===== config.mk =====
export PLATFORM = sky130hd
export DESIGN_NAME = ucode_seq
export DESIGN_NICKNAME = d
export VERILOG_FILES = /design/src/rtl/ucode_seq_pkg.sv /design/src/rtl/ucode_field_resolve.sv /design/src/rtl/ucode_seq.sv
export SDC_FILE = /design/constraint.sdc
export NUM_CORES = 1
export LEC_CHECK = 0
export ABC_CLOCK_PERIOD_IN_PS = 2100
export CAP_MARGIN = 20
export CORE_MARGIN = 4
export CORE_UTILIZATION = 42
export CTS_BUF_LIST = sky130_fd_sc_hd__clkbuf_8
export CTS_CLUSTER_SIZE = 28
export DETAILED_ROUTE_END_ITERATION = 10
export PLACE_DENSITY = 0.8
export SLEW_MARGIN = 20
export SYNTH_ARGS = -nofsm -noshare
export SYNTH_HDL_FRONTEND = slang
export SYNTH_SLANG_ARGS = --single-unit

===== constraint.sdc =====
create_clock -name gclk -period 2.1 [get_ports gclk]
set_input_delay 0.42 -clock gclk [delete_from_list [all_inputs] [get_ports gclk]]
set_output_delay 0.42 -clock gclk [all_outputs]
set_load 0.02 [all_outputs]

===== src/rtl/ucode_seq_pkg.sv =====
// Shared microcode definitions: ROM word layout, entry points,
// register-field positions and the sequencer state encoding.
package ucode_seq_pkg;

    localparam int NUPCMSB = 4;

    localparam logic [NUPCMSB:0] UPC_TRAP = 5'd0;
    localparam logic [NUPCMSB:0] UPC_ST   = 5'd4;
    localparam logic [NUPCMSB:0] UPC_SWAP = 5'd8;

    localparam int UCIPOS_RD  = 25;
    localparam int UCIPOS_RS1 = 14;
    localparam int UCIPOS_RS2 = 0;
    localparam int UCIPOS_I   = 13;

    localparam logic [4:0] UCI_MASK = 5'b10000;

    typedef struct packed {
        logic        uend;
        logic        cwp_rs1;
        logic        cwp_rd;
        logic [31:0] inst;
    } microcode_out_type;

    typedef enum logic [1:0] {
        IDLE,
        FETCH,
        ISSUE
    } ucode_seq_state_type;

    // Five-bit select mask: all ones when the field asks for indirection.
    function automatic logic [4:0] field_sel(input logic [4:0] f);
        return ((f & UCI_MASK) != 5'd0) ? 5'b11111 : 5'b00000;
    endfunction

endpackage


===== src/rtl/ucode_field_resolve.sv =====
// Register-field indirection: masked rd/rs1/rs2 fields of a ROM word
// are replaced by the matching fields of the captured macro instruction.
module ucode_field_resolve
    import ucode_seq_pkg::*;
(
    input  logic [31:0] rom_inst_i,
    input  logic [31:0] orig_inst_i,
    output logic [31:0] res_inst_o
);

    logic [31:0] sel;

    // Build a per-bit select; rs2 only when the i bit marks a register form.
    always_comb begin
        sel = '0;
        sel[UCIPOS_RD+:5]  = field_sel(rom_inst_i[UCIPOS_RD+:5]);
        sel[UCIPOS_RS1+:5] = field_sel(rom_inst_i[UCIPOS_RS1+:5]);
        if (!rom_inst_i[UCIPOS_I]) begin
            sel[UCIPOS_RS2+:5] = field_sel(rom_inst_i[UCIPOS_RS2+:5]);
        end
        res_inst_o = (rom_inst_i & ~sel) | (orig_inst_i & sel);
    end

endmodule


===== src/rtl/ucode_seq.sv =====
// Microcode sequencer: walks ROM words from a start micro-PC and issues
// resolved micro-ops. Optional sequence-length watchdog: UCODE_WATCHDOG_EN.
module ucode_seq
    import ucode_seq_pkg::*;
#(
    parameter int MAXLEN = 8
) (
    input  logic              gclk,
    input  logic              rst,
    input  logic              start_valid,
    output logic              start_ready,
    input  logic [NUPCMSB:0]  start_upc,
    input  logic [31:0]       orig_inst,
    input  logic              kill,
    output logic [NUPCMSB:0]  rom_addr,
    input  microcode_out_type rom_data,
    output logic              out_valid,
    input  logic              out_ready,
    output logic [31:0]       out_inst,
    output logic              out_cwp_rs1,
    output logic              out_cwp_rd,
    output logic              out_last,
    output logic              ucode_err
);

    if (MAXLEN < 2) begin : g_bad_maxlen
        $error("MAXLEN must be at least 2");
    end

    ucode_seq_state_type state_q, state_d;
    logic [NUPCMSB:0] upc_q, upc_d;
    logic [31:0]      orig_q, orig_d;
    logic [31:0]      inst_q, inst_d;
    logic             cwp_rs1_q, cwp_rs1_d;
    logic             cwp_rd_q, cwp_rd_d;
    logic             last_q, last_d;
    logic [31:0]      res_inst;
    logic             start_acc;
    logic             hs;
    logic             wd_hit;

    ucode_field_resolve u_resolve (
        .rom_inst_i  (rom_data.inst),
        .orig_inst_i (orig_q),
        .res_inst_o  (res_inst)
    );

    assign start_ready = (state_q == IDLE) && !kill;
    assign out_valid   = (state_q == ISSUE);
    assign start_acc   = start_valid && start_ready;
    assign hs          = out_valid && out_ready;
    assign out_inst    = inst_q;
    assign out_cwp_rs1 = cwp_rs1_q;
    assign out_cwp_rd  = cwp_rd_q;
    assign out_last    = last_q;

`ifdef UCODE_WATCHDOG_EN
    localparam int CW = $clog2(MAXLEN) + 1;
    logic [CW-1:0] cnt_q, cnt_d;

    // Count issue handshakes within the current sequence.
    always_comb begin
        cnt_d = cnt_q;
        if (start_acc) begin
            cnt_d = '0;
        end else if (hs) begin
            cnt_d = cnt_q + 1'b1;
        end
    end

    // Per-sequence handshake counter register.
    always_ff @(posedge gclk or posedge rst) begin
        if (rst) begin
            cnt_q <= '0;
        end else begin
            cnt_q <= cnt_d;
        end
    end

    assign wd_hit = (cnt_q == CW'(MAXLEN - 1));
`else
    assign wd_hit = 1'b0;
`endif

    // Next-state, ROM address and error decode; kill overrides all.
    always_comb begin
        state_d   = state_q;
        upc_d     = upc_q;
        orig_d    = orig_q;
        inst_d    = inst_q;
        cwp_rs1_d = cwp_rs1_q;
        cwp_rd_d  = cwp_rd_q;
        last_d    = last_q;
        rom_addr  = upc_q;
        ucode_err = 1'b0;
        unique case (state_q)
            IDLE: begin
                rom_addr = start_upc;
                if (start_acc) begin
                    upc_d   = start_upc;
                    orig_d  = orig_inst;
                    state_d = FETCH;
                end
            end
            FETCH: begin
                inst_d    = res_inst;
                cwp_rs1_d = rom_data.cwp_rs1;
                cwp_rd_d  = rom_data.cwp_rd;
                last_d    = rom_data.uend;
                state_d   = ISSUE;
            end
            ISSUE: begin
                if (hs) begin
                    if (last_q) begin
                        state_d = IDLE;
                    end else begin
                        rom_addr = upc_q + 1'b1;
                        if (upc_q == '1 || wd_hit) begin
                            ucode_err = 1'b1;
                            state_d   = IDLE;
                        end else begin
                            upc_d   = upc_q + 1'b1;
                            state_d = FETCH;
                        end
                    end
                end
            end
            default: state_d = IDLE;
        endcase
        if (kill) begin
            state_d   = IDLE;
            ucode_err = 1'b0;
        end
    end

    // Sequencer state, micro-PC, captured instruction and issue registers.
    always_ff @(posedge gclk or posedge rst) begin
        if (rst) begin
            state_q   <= IDLE;
            upc_q     <= '0;
            orig_q    <= '0;
            inst_q    <= '0;
            cwp_rs1_q <= 1'b0;
            cwp_rd_q  <= 1'b0;
            last_q    <= 1'b0;
        end else begin
            state_q   <= state_d;
            upc_q     <= upc_d;
            orig_q    <= orig_d;
            inst_q    <= inst_d;
            cwp_rs1_q <= cwp_rs1_d;
            cwp_rd_q  <= cwp_rd_d;
            last_q    <= last_d;
        end
    end

endmodule


======== Yosys cells after proc, flatten, opt, wreduce, memory -nomap -nowiden ========
Cells that the tools add are included.
cells by class
  bitwise operators ....................... 4
  $add $sub $neg .......................... 1
  reduce and logical (&&, ||, !) cells .... 9
  equality and inequality tests ........... 9
  multiplexer cells ....................... 23
operator list
  operator                                               count
  two-way mux 5 bit                                      10
  bitwise AND 32 x 30 -> 32 bit                          1
  bitwise AND 32 bit                                     1
  inverter 30 -> 32 bit                                  1
  OR 32 bit                                              1
  one-hot mux 5 bit (2 select lines)                     2
  two-way mux 1 bit                                      7
  two-way mux 2 bit                                      3
  inequality test 2 bit, second input constant           3
  one-hot mux 2 bit (3 select lines)                     1
  adder 5 x 1 -> 5 bit, second input constant            1
  == test 5 bit, second input constant                   1
  AND reduction 5 bit                                    1
  AND reduction 2 bit                                    2
  logical AND 1 bit                                      3
  inequality test 3 x 2 -> 1 bit, second input constant  1
  inequality test 3 bit, second input constant           1
  == test 2 x 1 -> 1 bit, second input constant          1
  == test 2 bit, second input constant                   1
  logical NOT 2 bit                                      1
  inequality test 2 x 1 -> 1 bit, second input constant  1
  nonzero test 2 bit                                     1
  logical NOT 1 bit                                      1
storage, ports and cells
  logic and storage cells ................. 53
  register bits after elaboration ......... 74
  output and inout port bits .............. 43

======== Logic depth before layout (Yosys ltp) ========
  depth after elaboration ................. 6
  mapped depth ............................ 7
  depth with buffers taken out ............ 7

======== By module ========
From an unflattened synthesis, not the netlist that was laid out.
second synthesis, totals
  cell total of the unflattened synthesis .. 240
  area, all modules ....................... 3,350.7 um^2
by module, submodules not included
  module               area an instance (um^2)  cells an instance  instances
  ucode_seq            3,054.2                  207                1
  ucode_field_resolve  296.5                    33                 1

======== Least setup slack after synthesis ========
Ideal clock, no wire load.
  path type ............................... reg-to-reg
  start ................................... register upc_q[0]
  end ..................................... register upc_q[0]
  stages on the path, launching flop included .. 8
  slack ................................... 0.157 ns
  period minus slack after synthesis ...... 1.943 ns
  library setup time ...................... 0.068 ns
  required time ........................... 2.032 ns
  buffers on the path ..................... 0
  data arrival time ....................... 1.875 ns
  path through ............................ dfrtp_1 > ha_1 > and3_1 > ha_1 > nor3b_1 > a21oi_4 > or3_1 > nand3_1
on the way
  longest elaborated chain between the ends .. 5
  elaborated cells between the ends (all ways) .. 8
  classes of those cells .................. 1 x add/sub; 2 x eq/ne; 4 x mux; 1 x reduce/logical
ends and longest elaborated chain
  element                             RTL line          RTL
  from (decl)                         ucode_seq.sv:31   logic [NUPCMSB:0] upc_q, upc_d;
  from (signal assigned)              ucode_seq.sv:148  upc_q <= upc_d;
  adder 5 x 1 -> 5 bit                ucode_seq.sv:122  upc_d = upc_q + 1'b1;
  two-way mux 5 bit                   ucode_seq.sv:118  if (upc_q == '1 || wd_hit) begin
  two-way mux 5 bit                   ucode_seq.sv:114  if (last_q) begin
  two-way mux 5 bit                   ucode_seq.sv:113  if (hs) begin
  one-hot mux 5 bit (2 select lines)  ucode_seq.sv:96   unique case (state_q)
Several ways; a longest one is shown, not always the timed one. The select of a mux whose other input is x is not followed.
A chain may end at the register's enable or synchronous reset.

======== Final worst setup path ========
  start ................................... register upc_q[1]
  end ..................................... output rom_addr[4]
on the way
  longest elaborated chain between the ends .. 4
ends and longest elaborated chain
  element                             RTL line          RTL
  adder 5 x 1 -> 5 bit                ucode_seq.sv:117  rom_addr = upc_q + 1'b1;
  two-way mux 5 bit                   ucode_seq.sv:114
  two-way mux 5 bit                   ucode_seq.sv:113
  one-hot mux 5 bit (2 select lines)  ucode_seq.sv:96
  to (decl)                           ucode_seq.sv:15   output logic [NUPCMSB:0] rom_addr,
No other way between the ends.

==> implementation parameters <==
Parameter                              Value

Synth
  Cell area after synthesis ... 2539 sq um
  Net count after synthesis ... 288
  Asr flop ratio synth ... between 90% and 100%
  Distinct cell type count after synthesis ... 30
  Gate count of the mapped netlist ... approximately 210
  Top cells by count, synth ... 57 x dfrtp_1, 35 x mux2_2, 23 x nand2_1, 22 x o21ai_0, 16 x mux2i_1
  Most repeated cell in the gate-level netlist after synthesis ... dfrtp_1
  Post-Synthesis Mean Instance Area ... between 10 and 15 sq um
  Main synth FF type ... dfrtp_1
  Seq/Total Area, Yosys ... between 50% and 60%
  Number of warnings printed during yosys synthesis ... 0
  Largest area contributor in the synthesized netlist ... dfrtp_1
  Post-synth EDFFs ... 0
  Leading post-synthesis cells by cell area ... dfrtp_1 56%, mux2_2 16%, mux2i_1 6.3%, o21ai_0 4.3%, nand2_1 3.4%
  Synthesis-stage register bit count ... between 50 and 60
  Synth top area share ... 56.19%

Detailed routing
  Detail Route Antenna Nets ... 0
  Post-route DRC violation count ... 0
  DRC violation total after the first TritonRoute iteration ... 28
  Post-detailed-routing wire length ... 6194 um
  Count of TritonRoute iterations in the first routing pass ... 4
  DR vias/cell ... roughly 5
  Routed length per placed instance ... around 15 um
  Vias post-DR ... 2065

Place
  Count of buffers inserted at the top-level ports ... 102
  GP Congestion ... 0.8933
  Number of placed instances with taps included ... 397
  Post-DP HPWL ... 4577 um

Pwr
  Power density relative to cell area ... 940.1 nW/um^2
  Worst ir drop on vdd ... 0.6266 mV
  P_sw ... 0.001190 W
  Leakage Power ... 1.761 nW
  Switching Fraction ... 31.57%
  Clock power frac ... around a quarter
  Portion of total power attributed to combinational logic ... 36.1%
  Internal power component ... 0.002579 W
  Relative contribution of sequential cells to total power ... 40.1%

Critical path
  Gate family responsible for the most delay along the worst path ... adder cells
  Crit Path Category ... flip-flop to output port
  Data arrival time of the worst path ... 1670 ps
  Number of buffer and inverter stages on the critical path ... 1
  Crit-path max cell delay ... 390 ps
  Slowest library cell on the worst path ... dfrtp_1
  Worst setup EP type ... output port
  Kind of start point of the critical path ... flip-flop
  Largest fanout on the critical path ... 2
  Critical path required time ... approximately 1700 ps
  Cell chain of the critical path ... ha_2 > and3_4 > ha_4 > o22ai_2 > a21oi_2 > buf_4

Timing
  Maximum clock frequency ... 0.4776 GHz
  Setup Viol. Count Final ... 0
  Max-slew violations ... 0
  Worst-case hold slack ... 470.0 ps
  TNS Setup ... 0 ps
  Time the final worst path needs with I/O delays and setup ... 2094 ps
  Relative slew margins ... 54.07%
  Portion of the clock cycle consumed by the worst path in the final layout ... 99.70%
  Setup Skew ... 6.389 ps
  Final count of hold timing violations ... 0
  Unrepaired setup endpoints after global routing ... yes
  Pin slew with the least headroom to its limit ... 689.0 ps

Clock network
  Worst-path clk slew ... 70 ps
  Number of buffers between clock root and the deepest sink ... 2
  Number of clock sinks seen by CTS ... 57
  Number of levels the H-tree was split into ... 3
  Clock buffers created by TritonCTS ... 9
  Clock insertion delay at the later pin of the skew report ... 320 ps
  Cell at the root of the clock tree ... clkbuf_8
  Hold buffer count at CTS ... 0
  TritonCTS clock tree ... built

Final layout
  Layout Cells excl Fill ... approximately 410
  Number of antenna cells inserted ... 0
  Area Growth Syn to Fin ... 57.91%
  Layout cell share with drive strength beyond 1 ... 28.70%
  Final layout net count ... ~410

Floorplanning
  Height of the chip ... approximately 86 um
  Core area ... 5886 sq um
  Effective utilization at floorplan ... between 40% and 50%
  Ports ... 120
  Die outline area ... around 7400 sq um
  Die width ... 85.75 um
  Number of rows created at floorplan ... 28

Hold path
  Worst hold-check path type ... input port to async pin

Flow run
  Max-cap violations ... 0

Global routing
  Initial antenna violation count ... 0
  Leftover overflow at the end of global routing ... 0
  Wire length of the first global-routing pass ... slightly above 10000 um
  Vias in the first global route ... 2143
  Maximum number of pins on one net before global-route repair ... a little under 60
  Total Routing Usage GR ... 17.61%

Status
  Outcome ... complete, no violations
[cell families (layout without fill, tap and decap cells)]
group | after synthesis | in the layout | synth area share, %
buf+inv | 16 | 145 | 3.105
xor+xnor | 1 | 1 | 0.3451
flops | 57 | 57 | 56.19
mux | 51 | 51 | 21.83
simple gates | 42 | 42 | 8.575
compound gates | 40 | 40 | 8.970
fa+ha+maj | 2 | 2 | 0.9855
[tightest hold or removal path: stages]
cell and delay, ps:
clkdlybuf4s50_1 410, inv_2 70, buf_12 270
[layout by cell type (no fill, tap or decap), types with 2 or more instances in the layout]
| master | netlist | routed |
|---|---|---|
| mux2i_1 | 16 | 16 |
| buf_6 | 2 | 2 |
| nor3b_1 | 3 | 2 |
| nor2_1 | 3 | 3 |
| mux2_2 | 35 | 35 |
| a21oi_2 | 0 | 3 |
| buf_4 | 0 | 24 |
| dfrtp_1 | 57 | 57 |
| inv_1 | 2 | 3 |
| inv_2 | 1 | 2 |
| a21oi_1 | 7 | 4 |
| buf_2 | 2 | 3 |
| o21ai_0 | 22 | 22 |
| dlygate4sd2_1 | 0 | 2 |
| clkinv_2 | 0 | 3 |
| clkdlybuf4s50_1 | 0 | 93 |
| o22ai_1 | 8 | 7 |
| clkbuf_8 | 0 | 11 |
| nand2_1 | 23 | 22 |
| nand3_1 | 3 | 3 |
[worst paths after layout]
| kind | from | endpoint | slack (ps) | depth (start not counted) |
|---|---|---|---|---|
| min in group gclk | out_inst[29]$_DFFE_PP0N_ | out_inst[29]$_DFFE_PP0N_ | 480 | 2 |
| max reg2reg | upc_q[1]$_DFFE_PP0P_ | upc_q[0]$_DFFE_PP0P_ | 210 | 9 |
| max in group asynchronous | rst | orig_q[27]$_DFFE_PP0P_ | 1390 | 3 |
| min reg2reg | out_inst[29]$_DFFE_PP0N_ | out_inst[29]$_DFFE_PP0N_ | 480 | 2 |
| min | rst | out_inst[13]$_DFFE_PP0N_ | 470 | 3 |
| max | upc_q[1]$_DFFE_PP0P_ | rom_addr[4] | 6 | 6 |
[stage by stage]
stage	utilization, %	area, sq um	worst slack [ps]	power [W]
floorplan	-	2539	157.1	0.002169
global placement	64.24	3781	-440.3	0.002823
detailed placement	64.24	3781	-491.7	0.002868
CTS	67.33	3963	-31.62	0.003779
global route	68.11	4009	-74.57	0.003989
finish	68.11	4009	6.208	0.003769
[state kept, by name (all words and copies together), names as in the netlist]
name	flops
orig_q	15
out_inst	32
out_last	1
out_cwp_rd	1
out_cwp_rs1	1
state_q	2
upc_q	5
[per-layer routing]
layer | vias to the layer above | GRT usage [%] | share of wire, %
met5 | - | 0 | 0
met4 | 0 | 4.604 | 1.0
met3 | 7 | 6.628 | 7.8
met2 | 84 | 30.23 | 50
met1 | 987 | 20.79 | 41
li1 | 987 | - | -
[power by group through the flow]
stage / registers (W) / logic, W / clock network, W
3_3_place_gp: 0.00151 / 0.00131 / 0
4_1_cts: 0.00151 / 0.00135 / 0.000918
6_report: 0.00151 / 0.00136 / 0.000896
3_5_place_dp: 0.00152 / 0.00135 / 0
5_1_grt: 0.00155 / 0.00147 / 0.000972
2_1_floorplan: 0.00174 / 0.000431 / 0
[what timing repair did]
item / in CTS / in global routing
hold endpoints to repair: 0 / 0
setup endpoints to repair: 8 / 5
pin swaps: 2 / 5
gates resized for setup: 35 / 10
cloned: 0 / 0
setup buffers: 0 / 1
[layout make-up]
class / instances / area [sq um]
multi-input cells: 136 / 1105
clock inverters: 5 / 22.52
flip-flops and latches: 57 / 1426
inverters: 3 / 11.26
well taps: 75 / 93.84
clock buffers: 11 / 151.4
fillers: 461 / 1877
repair buffers: 126 / 1199
Note: power is estimated with default switching activity, not from simulation.
